<file path="src/rtl/control_sequencer.sv">
// control_sequencer: hardwired fetch/decode/execute control FSM for DataPath.
// In: clock, clear(async low), run, mem_ready, IR. Out: registered strobes, Rin/Rout, opcode, status.
module control_sequencer #(
  parameter int NUM_REGS = 16,
  parameter int REG_W    = $clog2(NUM_REGS),
  parameter int IR_W     = 32,
  parameter int OPCODE_W = 5
) (
  input  logic                clock,
  input  logic                clear,
  input  logic                run,
  input  logic                mem_ready,
  input  logic [IR_W-1:0]     IR,
  output logic                PCout,
  output logic                MARin,
  output logic                IncPC,
  output logic                PCin,
  output logic                Read,
  output logic                MDRin,
  output logic                MDRout,
  output logic                IRin,
  output logic                Yin,
  output logic                Zin,
  output logic                Zlowout,
  output logic                Zhighout,
  output logic                HIin,
  output logic                LOin,
  output logic [NUM_REGS-1:0] Rin,
  output logic [NUM_REGS-1:0] Rout,
  output logic [OPCODE_W-1:0] opcode,
  output logic                busy,
  output logic                done,
  output logic                fault,
  output logic                halted
);

  typedef enum logic [3:0] {
    S_IDLE, S_T0, S_T1, S_T1W, S_T2, S_DEC,
    S_T3, S_T4, S_T5, S_T6, S_HALT
  } state_t;

  typedef struct packed {
    logic pcout, marin, incpc, pcin;
    logic read, mdrin, mdrout, irin;
    logic yin, zin, zlowout, zhighout;
    logic hiin, loin;
  } strb_t;

  localparam int RA_HI = IR_W - OPCODE_W - 1;
  localparam int RB_HI = RA_HI - REG_W;
  localparam int RC_HI = RB_HI - REG_W;

  state_t                r_state, w_next;
  strb_t                 r_s, w_s;
  logic [NUM_REGS-1:0]   r_rin, r_rout, w_rin, w_rout;
  logic [OPCODE_W-1:0]   r_opc, w_opc;
  logic                  r_busy, r_done, r_fault, r_halt;
  logic                  w_busy, w_done, w_fault, w_halt;

  logic [OPCODE_W-1:0]   w_op;
  logic [REG_W-1:0]      w_ra, w_rb, w_rc;
  logic [NUM_REGS-1:0]   w_oh_ra, w_oh_rb, w_oh_rc;
  logic                  w_bin, w_md, w_un, w_hlt, w_ill;
  logic                  w_unused;

  assign w_op = IR[IR_W-1 -: OPCODE_W];
  assign w_ra = IR[RA_HI -: REG_W];
  assign w_rb = IR[RB_HI -: REG_W];
  assign w_rc = IR[RC_HI -: REG_W];
  assign w_unused = ^IR;

  assign w_bin = (w_op >= OPCODE_W'(3)) && (w_op <= OPCODE_W'(14));
  assign w_md  = (w_op == OPCODE_W'(15)) || (w_op == OPCODE_W'(16));
  assign w_un  = (w_op == OPCODE_W'(18)) || (w_op == OPCODE_W'(19));
  assign w_hlt = (w_op == OPCODE_W'(27));
  assign w_ill = !(w_bin || w_md || w_un || w_hlt);

  // Field values >= NUM_REGS match no bit, giving an all-zero enable.
  always_comb begin
    for (int i = 0; i < NUM_REGS; i++) begin
      w_oh_ra[i] = (w_ra == REG_W'(i));
      w_oh_rb[i] = (w_rb == REG_W'(i));
      w_oh_rc[i] = (w_rc == REG_W'(i));
    end
  end

  always_comb begin
    w_next = r_state;
    unique case (r_state)
      S_IDLE: if (run) w_next = S_T0;
      S_T0:   w_next = S_T1;
      S_T1,
      S_T1W:  w_next = mem_ready ? S_T2 : S_T1W;
      S_T2:   w_next = S_DEC;
      S_DEC: begin
        unique case (1'b1)
          w_bin, w_md, w_un: w_next = S_T3;
          w_hlt:             w_next = S_HALT;
          default:           w_next = S_IDLE;
        endcase
      end
      S_T3:   w_next = S_T4;
      S_T4:   w_next = S_T5;
      S_T5: begin
        if (w_md) w_next = S_T6;
        else      w_next = run ? S_T0 : S_IDLE;
      end
      S_T6:   w_next = run ? S_T0 : S_IDLE;
      S_HALT: w_next = S_HALT;
      default: w_next = S_IDLE;
    endcase
  end

  // Outputs are decoded from the next state and registered,
  // so each strobe covers exactly the cycle spent in its state.
  always_comb begin
    w_s    = '0;
    w_rin  = '0;
    w_rout = '0;
    w_opc  = '0;
    w_busy = 1'b1;
    w_done = 1'b0;
    w_halt = 1'b0;
    w_fault = (r_state == S_DEC) && w_ill;
    unique case (w_next)
      S_IDLE: w_busy = 1'b0;
      S_T0: begin
        w_s.pcout = 1'b1;
        w_s.marin = 1'b1;
        w_s.incpc = 1'b1;
        w_s.zin   = 1'b1;
      end
      S_T1: begin
        w_s.zlowout = 1'b1;
        w_s.pcin    = 1'b1;
        w_s.read    = 1'b1;
        w_s.mdrin   = 1'b1;
      end
      S_T1W: begin
        w_s.read  = 1'b1;
        w_s.mdrin = 1'b1;
      end
      S_T2: begin
        w_s.mdrout = 1'b1;
        w_s.irin   = 1'b1;
      end
      S_DEC: ;
      S_T3: begin
        w_rout    = w_oh_rb;
        w_s.yin   = 1'b1;
      end
      S_T4: begin
        w_opc     = w_op;
        w_s.zin   = 1'b1;
        if (!w_un) w_rout = w_oh_rc;
      end
      S_T5: begin
        w_s.zlowout = 1'b1;
        if (w_md) begin
          w_s.loin = 1'b1;
        end else begin
          w_rin  = w_oh_ra;
          w_done = 1'b1;
        end
      end
      S_T6: begin
        w_s.zhighout = 1'b1;
        w_s.hiin     = 1'b1;
        w_done       = 1'b1;
      end
      S_HALT: begin
        w_busy = 1'b0;
        w_halt = 1'b1;
      end
      default: w_busy = 1'b0;
    endcase
  end

  always_ff @(posedge clock or negedge clear) begin
    if (!clear) begin
      r_state <= S_IDLE;
      r_s     <= '0;
      r_rin   <= '0;
      r_rout  <= '0;
      r_opc   <= '0;
      r_busy  <= 1'b0;
      r_done  <= 1'b0;
      r_fault <= 1'b0;
      r_halt  <= 1'b0;
    end else begin
      r_state <= w_next;
      r_s     <= w_s;
      r_rin   <= w_rin;
      r_rout  <= w_rout;
      r_opc   <= w_opc;
      r_busy  <= w_busy;
      r_done  <= w_done;
      r_fault <= w_fault;
      r_halt  <= w_halt;
    end
  end

  assign PCout    = r_s.pcout;
  assign MARin    = r_s.marin;
  assign IncPC    = r_s.incpc;
  assign PCin     = r_s.pcin;
  assign Read     = r_s.read;
  assign MDRin    = r_s.mdrin;
  assign MDRout   = r_s.mdrout;
  assign IRin     = r_s.irin;
  assign Yin      = r_s.yin;
  assign Zin      = r_s.zin;
  assign Zlowout  = r_s.zlowout;
  assign Zhighout = r_s.zhighout;
  assign HIin     = r_s.hiin;
  assign LOin     = r_s.loin;
  assign Rin      = r_rin;
  assign Rout     = r_rout;
  assign opcode   = r_opc;
  assign busy     = r_busy;
  assign done     = r_done;
  assign fault    = r_fault;
  assign halted   = r_halt;

endmodule

</file>
<file path="config.mk">
export PLATFORM = sky130hd
export DESIGN_NAME = control_sequencer
export DESIGN_NICKNAME = d
export VERILOG_FILES = /design/src/rtl/control_sequencer.sv
export SDC_FILE = /design/constraint.sdc
export NUM_CORES = 1
export LEC_CHECK = 0
export CORE_MARGIN = 5
export CORE_UTILIZATION = 45
export CTS_BUF_LIST = sky130_fd_sc_hd__clkbuf_4
export DETAILED_ROUTE_END_ITERATION = 7
export PLACE_DENSITY = 0.83
export SYNTH_ARGS = -nofsm -noshare
export SYNTH_HDL_FRONTEND = slang
export SYNTH_SLANG_ARGS = --single-unit
export TNS_END_PERCENT = 10
</file>
<file path="constraint.sdc">
create_clock -name clock -period 3.4 [get_ports clock]
set_input_delay 0.34 -clock clock [delete_from_list [all_inputs] [get_ports clock]]
set_output_delay 0.34 -clock clock [all_outputs]
set_load 0.02 [all_outputs]
</file>
* Word level (Yosys, flattened, before mapping)
Cells that the tools add are included.
** Operators by class
- Reduce and logical (&&, ||, !) cells :: 18
- Equality and inequality tests :: 70
- Magnitude comparators :: 2
- Mux-type cells :: 25
** Operators with widths (number)
- 4-bit equality test, second input constant :: 30
- 4-bit by 3-bit equality test with 1-bit output, second input constant :: 20
- 16-bit 2-to-1 mux :: 3
- 4-bit by 2-bit equality test with 1-bit output, second input constant :: 10
- 4-bit case mux with 10 select lines :: 1
- 16-bit case mux with 2 select lines :: 1
- 4-bit by 1-bit equality test with 1-bit output, second input constant :: 5
- 5-bit equality test, second input constant :: 4
- 4-bit logical NOT :: 4
- 1-bit 2-to-1 mux :: 10
- 9-bit OR reduction :: 1
- 4-bit 2-to-1 mux :: 2
- 4-bit case mux with 2 select lines :: 1
- 2-bit OR reduction :: 4
- 2-bit 2-to-1 mux :: 3
- 3-bit 2-to-1 mux :: 2
- 5-bit by 4-bit equality test with 1-bit output, second input constant :: 1
- 5-bit by 2-bit greater-or-equal comparator with 1-bit output, second input constant :: 1
- 5-bit by 4-bit less-or-equal comparator with 1-bit output, second input constant :: 1
- 1-bit logical OR :: 5
- 5-bit 2-to-1 mux :: 1
- 3-bit OR reduction :: 1
- 1-bit logical AND :: 2
- 1-bit case mux with 2 select lines :: 1
- 1-bit logical NOT :: 1
** Word-level totals
- Flip-flop bits (word level) :: 59
- Output and inout port bits :: 55
- Logic and storage cells :: 137

* Logic depth before layout (Yosys ltp)
- Word-level depth :: 8
- Depth in mapped cells :: 7
- Depth with buffers taken out :: 5

* Least setup slack after synthesis
OpenSTA, ideal clock, no wires.
- Kind :: register -> register
- From :: register r_state[0]
- To :: register r_rout[8], in the netlist Rout[8]
- Arrival time :: 1.713 ns
- Buffers on the path :: 1
- Stages on the path, launching flop included :: 7
- Setup slack :: 1.604 ns
- Period minus slack after synthesis :: 1.796 ns
- Cells stage by stage :: dfrtp_1 buf_2 nand2b_1 or2_1 a31oi_1 or3b_1 o22ai_1
** On the way
- Cells in the longest elaborated chain, start to end :: 5
** RTL lines
- from (decl) :: line 53 : state_t r_state, w_next;
- from (signal assigned) :: line 191 : r_state <= w_next;
- 4-bit by 2-bit equality test with 1-bit output :: line 89 : unique case (r_state)
- 2-bit OR reduction :: line 89
- 4-bit case mux with 10 select lines (*) :: line 89
- 4-bit by 3-bit equality test with 1-bit output :: line 125 : unique case (w_next)
- 16-bit case mux with 2 select lines (*) :: line 125
- net w_rout[8] :: line 55 : logic [NUM_REGS-1:0] r_rin, r_rout, w_rin, w_rout;
- to (signal assigned) :: line 194 : r_rout <= w_rout;
- to (decl) :: line 55
Mark *: on every way through the listed nets, which the timed path passes. The rest lies on a longest branch.

* Worst setup path after layout
- From :: register r_state[2]
- To :: register r_rout[0], in the netlist Rout[0]
The elaborated chain is that of the path after synthesis.

==> results.json <==
{
  "fin_crit_sh_pct": 68.4,
  "grt_pass1_vias": 1468,
  "design_area_um2": 3040,
  "die_y_um": 80.3,
  "clock_path_buffers": 2,
  "synth_seq_area_share_pct": 60.7,
  "ys_warn_count": 0,
  "nFillCells": 416,
  "relSlewSlack_pct": 26.8,
  "grt_pass1_wl_um": 7120,
  "cp_max_fo": 17,
  "overflow": 0,
  "io_buffers": 75,
  "fin_skew_ns": 0.00678,
  "r2r-end": "Rout[0]",
  "setup_ws_ns": 1.08,
  "synthArstFlopShare_pct": 100,
  "reg2reg_from": "r_state[2]",
  "rows": 25,
  "drc": 0,
  "ys.flop_type": "dfrtp_1",
  "placed_area_um2": 2990,
  "path_clk_slew_ns": 0.14,
  "die_w_um": 80.3,
  "cts_resized": 0,
  "initial_utilization_pct": 46.8,
  "path_class": "reg -> reg",
  "drv_cap": 0,
  "die_area_um2": 6450,
  "synth_edf_count": 0,
  "layout.cells.non_filler": 332,
  "dp_cells": 324,
  "cp.required_ns": 3.67,
  "gp_congestion": 0.857,
  "r2r_slack_ns": 1.08,
  "grt_max_degree": 55,
  "ant_nets": 0,
  "dr.pass1.iters": 4,
  "fin_nets": 300,
  "vias_per_cell": 5.17,
  "core_area_um2": 4750,
  "clock_sinks": 54,
  "ir_drop_mv": 0.334,
  "mostFrequentLayoutCells": "clkdlybuf4s50_1 (74), dfrtp_1 (54), nor2_1 (18)",
  "rsz0062_at_grt": "false",
  "finalSetupViolCount": 0,
  "drive_gt1_share_pct": 7.17,
  "period_minus_slack_ns": 2.32,
  "tightest_slew_ns": 1.10,
  "syn_area_um2": 2220,
  "report.final.slew_viol_count": 0,
  "leakage_nw": 1.27,
  "pwr_density_cell_nw_per_um2": 546,
  "multi_input_area_um2": 797,
  "synth_nets": 229,
  "area_growth_syn_to_layout_pct": 36.8,
  "wl_per_cell_um": 13.9,
  "root_buffer": "clkbuf_4",
  "numCtsBuffers": 5,
  "min_path_type": "in -> async",
  "fin_total_pwr_mw": 1.66,
  "tritoncts": "done",
  "ys_types": 41,
  "insertion_delay_ns": 0.35,
  "fmax_mhz": 430,
  "cp.arrival_ns": 2.59,
  "drt-initial-drc-count": 99,
  "syn_area_per_cell_um2": 11.5,
  "regArea_um2": 1350,
  "netlist_instances": 193,
  "cts_hold_buffers": 0,
  "final_hold_viol_count": 0,
  "antenna_found_initial": 0,
  "io_pins": 91,
  "setup_tns_ns": 0,
  "holdWs_ns": 0.175,
  "final_common_cell": "clkdlybuf4s50_1",
  "diodes": 0,
  "via_count": 1718,
  "endpoint_kind": "flip-flop",
  "fin_util_pct": 64.0,
  "start_kind": "flip-flop",
  "r2r_cells": 5,
  "hpwl_um": 3560,
  "cts_setup_buffers": 0,
  "ys_seq_elements": 54,
  "htree_num_levels": 2,
  "dp_worst_setup_slack_ns": 0.832,
  "outcome": "finished clean",
  "drt_wl_total_um": 4630,
  "grt_use_total_pct": 14.2
}
==> worst max-delay path by stage <==
| stage | startpoint | endpoint | slack [ns] | depth (start not counted) |
|---|---|---|---|---|
| floorplan | r_state[0] | Rout[8] | 1.60 | 6 |
| global placement | IR[31] | Zin | 0.88 | 6 |
| detailed placement | IR[31] | Zin | 0.83 | 6 |
| CTS | r_state[2] | Rout[0] | 1.10 | 5 |
| global route | r_state[2] | Rout[0] | 0.94 | 5 |
| finish | r_state[2] | Rout[0] | 1.08 | 5 |
==> Yosys cell counts (2+ instances only) <==
cell type / instances / area, um^2
inv_1: 3 / 11.3
nor2b_1: 2 / 12.5
nand3b_1: 6 / 45.0
a22oi_1: 2 / 15.0
clkbuf_1: 3 / 11.3
a31oi_1: 2 / 12.5
nand3_1: 7 / 35.0
nor3_1: 10 / 50.1
nor3b_1: 2 / 15.0
o21ai_0: 6 / 30.0
or2_2: 3 / 18.8
nor2_1: 18 / 67.6
mux2i_1: 2 / 20.0
a21oi_1: 4 / 20.0
or3b_1: 3 / 26.3
o31ai_1: 2 / 15.0
nand2_1: 6 / 22.5
and2_1: 5 / 31.3
buf_4: 6 / 45.0
dfrtp_1: 54 / 1350
nand2b_1: 11 / 68.8
o22ai_1: 16 / 100
nor4_1: 2 / 12.5
==> per-layer routing <==
layer / part of all wire, % / track usage, %
met5: 0 / 0
met4: 1.9 / 4.22
met3: 5.3 / 3.36
met2: 50 / 23.5
met1: 43 / 18.6
==> cell type report <==
class,instances,area share [%]
clock inverters,3,0.535
repair buffers,75,24.5
flip-flops and latches,54,44.4
inverters,3,0.370
well taps,67,2.75
multi-input cells,125,26.2
clock buffers,5,1.23
==> sequential cells by signal, indices dropped and copies added, names as in the netlist <==
name	cells
Rin	16
LOin	1
Zin	1
halted	1
PCin	1
done	1
busy	1
IRin	1
Rout	16
IncPC	1
Yin	1
r_state	4
fault	1
Zlowout	1
opcode	5
HIin	1
MDRin	1
==> power by group <==
part	switching [mW]	total [mW]	internal (mW)	leakage, nW
clock network	0.179	0.256	0.0773	0.0286
registers	0.109	0.826	0.718	0.739
logic	0.316	0.578	0.262	0.505
total	0.604	1.66	1.06	1.27
==> worst max-delay path: stages, from the launching register on <==
cell,delay (ns)
dfrtp_1,0.68
nand2b_2,0.23
or2_1,0.32
a31oi_1,0.31
or3b_1,0.46
o22ai_1,0.23
==> cell families (layout without fill, tap and decap cells) <==
logic type	after synthesis	after routing	synth area share, %
AOI/OAI and AO/OA	40	40	13.3
buffers and inverters	14	86	3.43
DFF	54	54	60.7
muxes	2	2	0.900
and+or+nand+nor	83	83	21.7
Note: power is estimated with default switching activity, not from simulation.
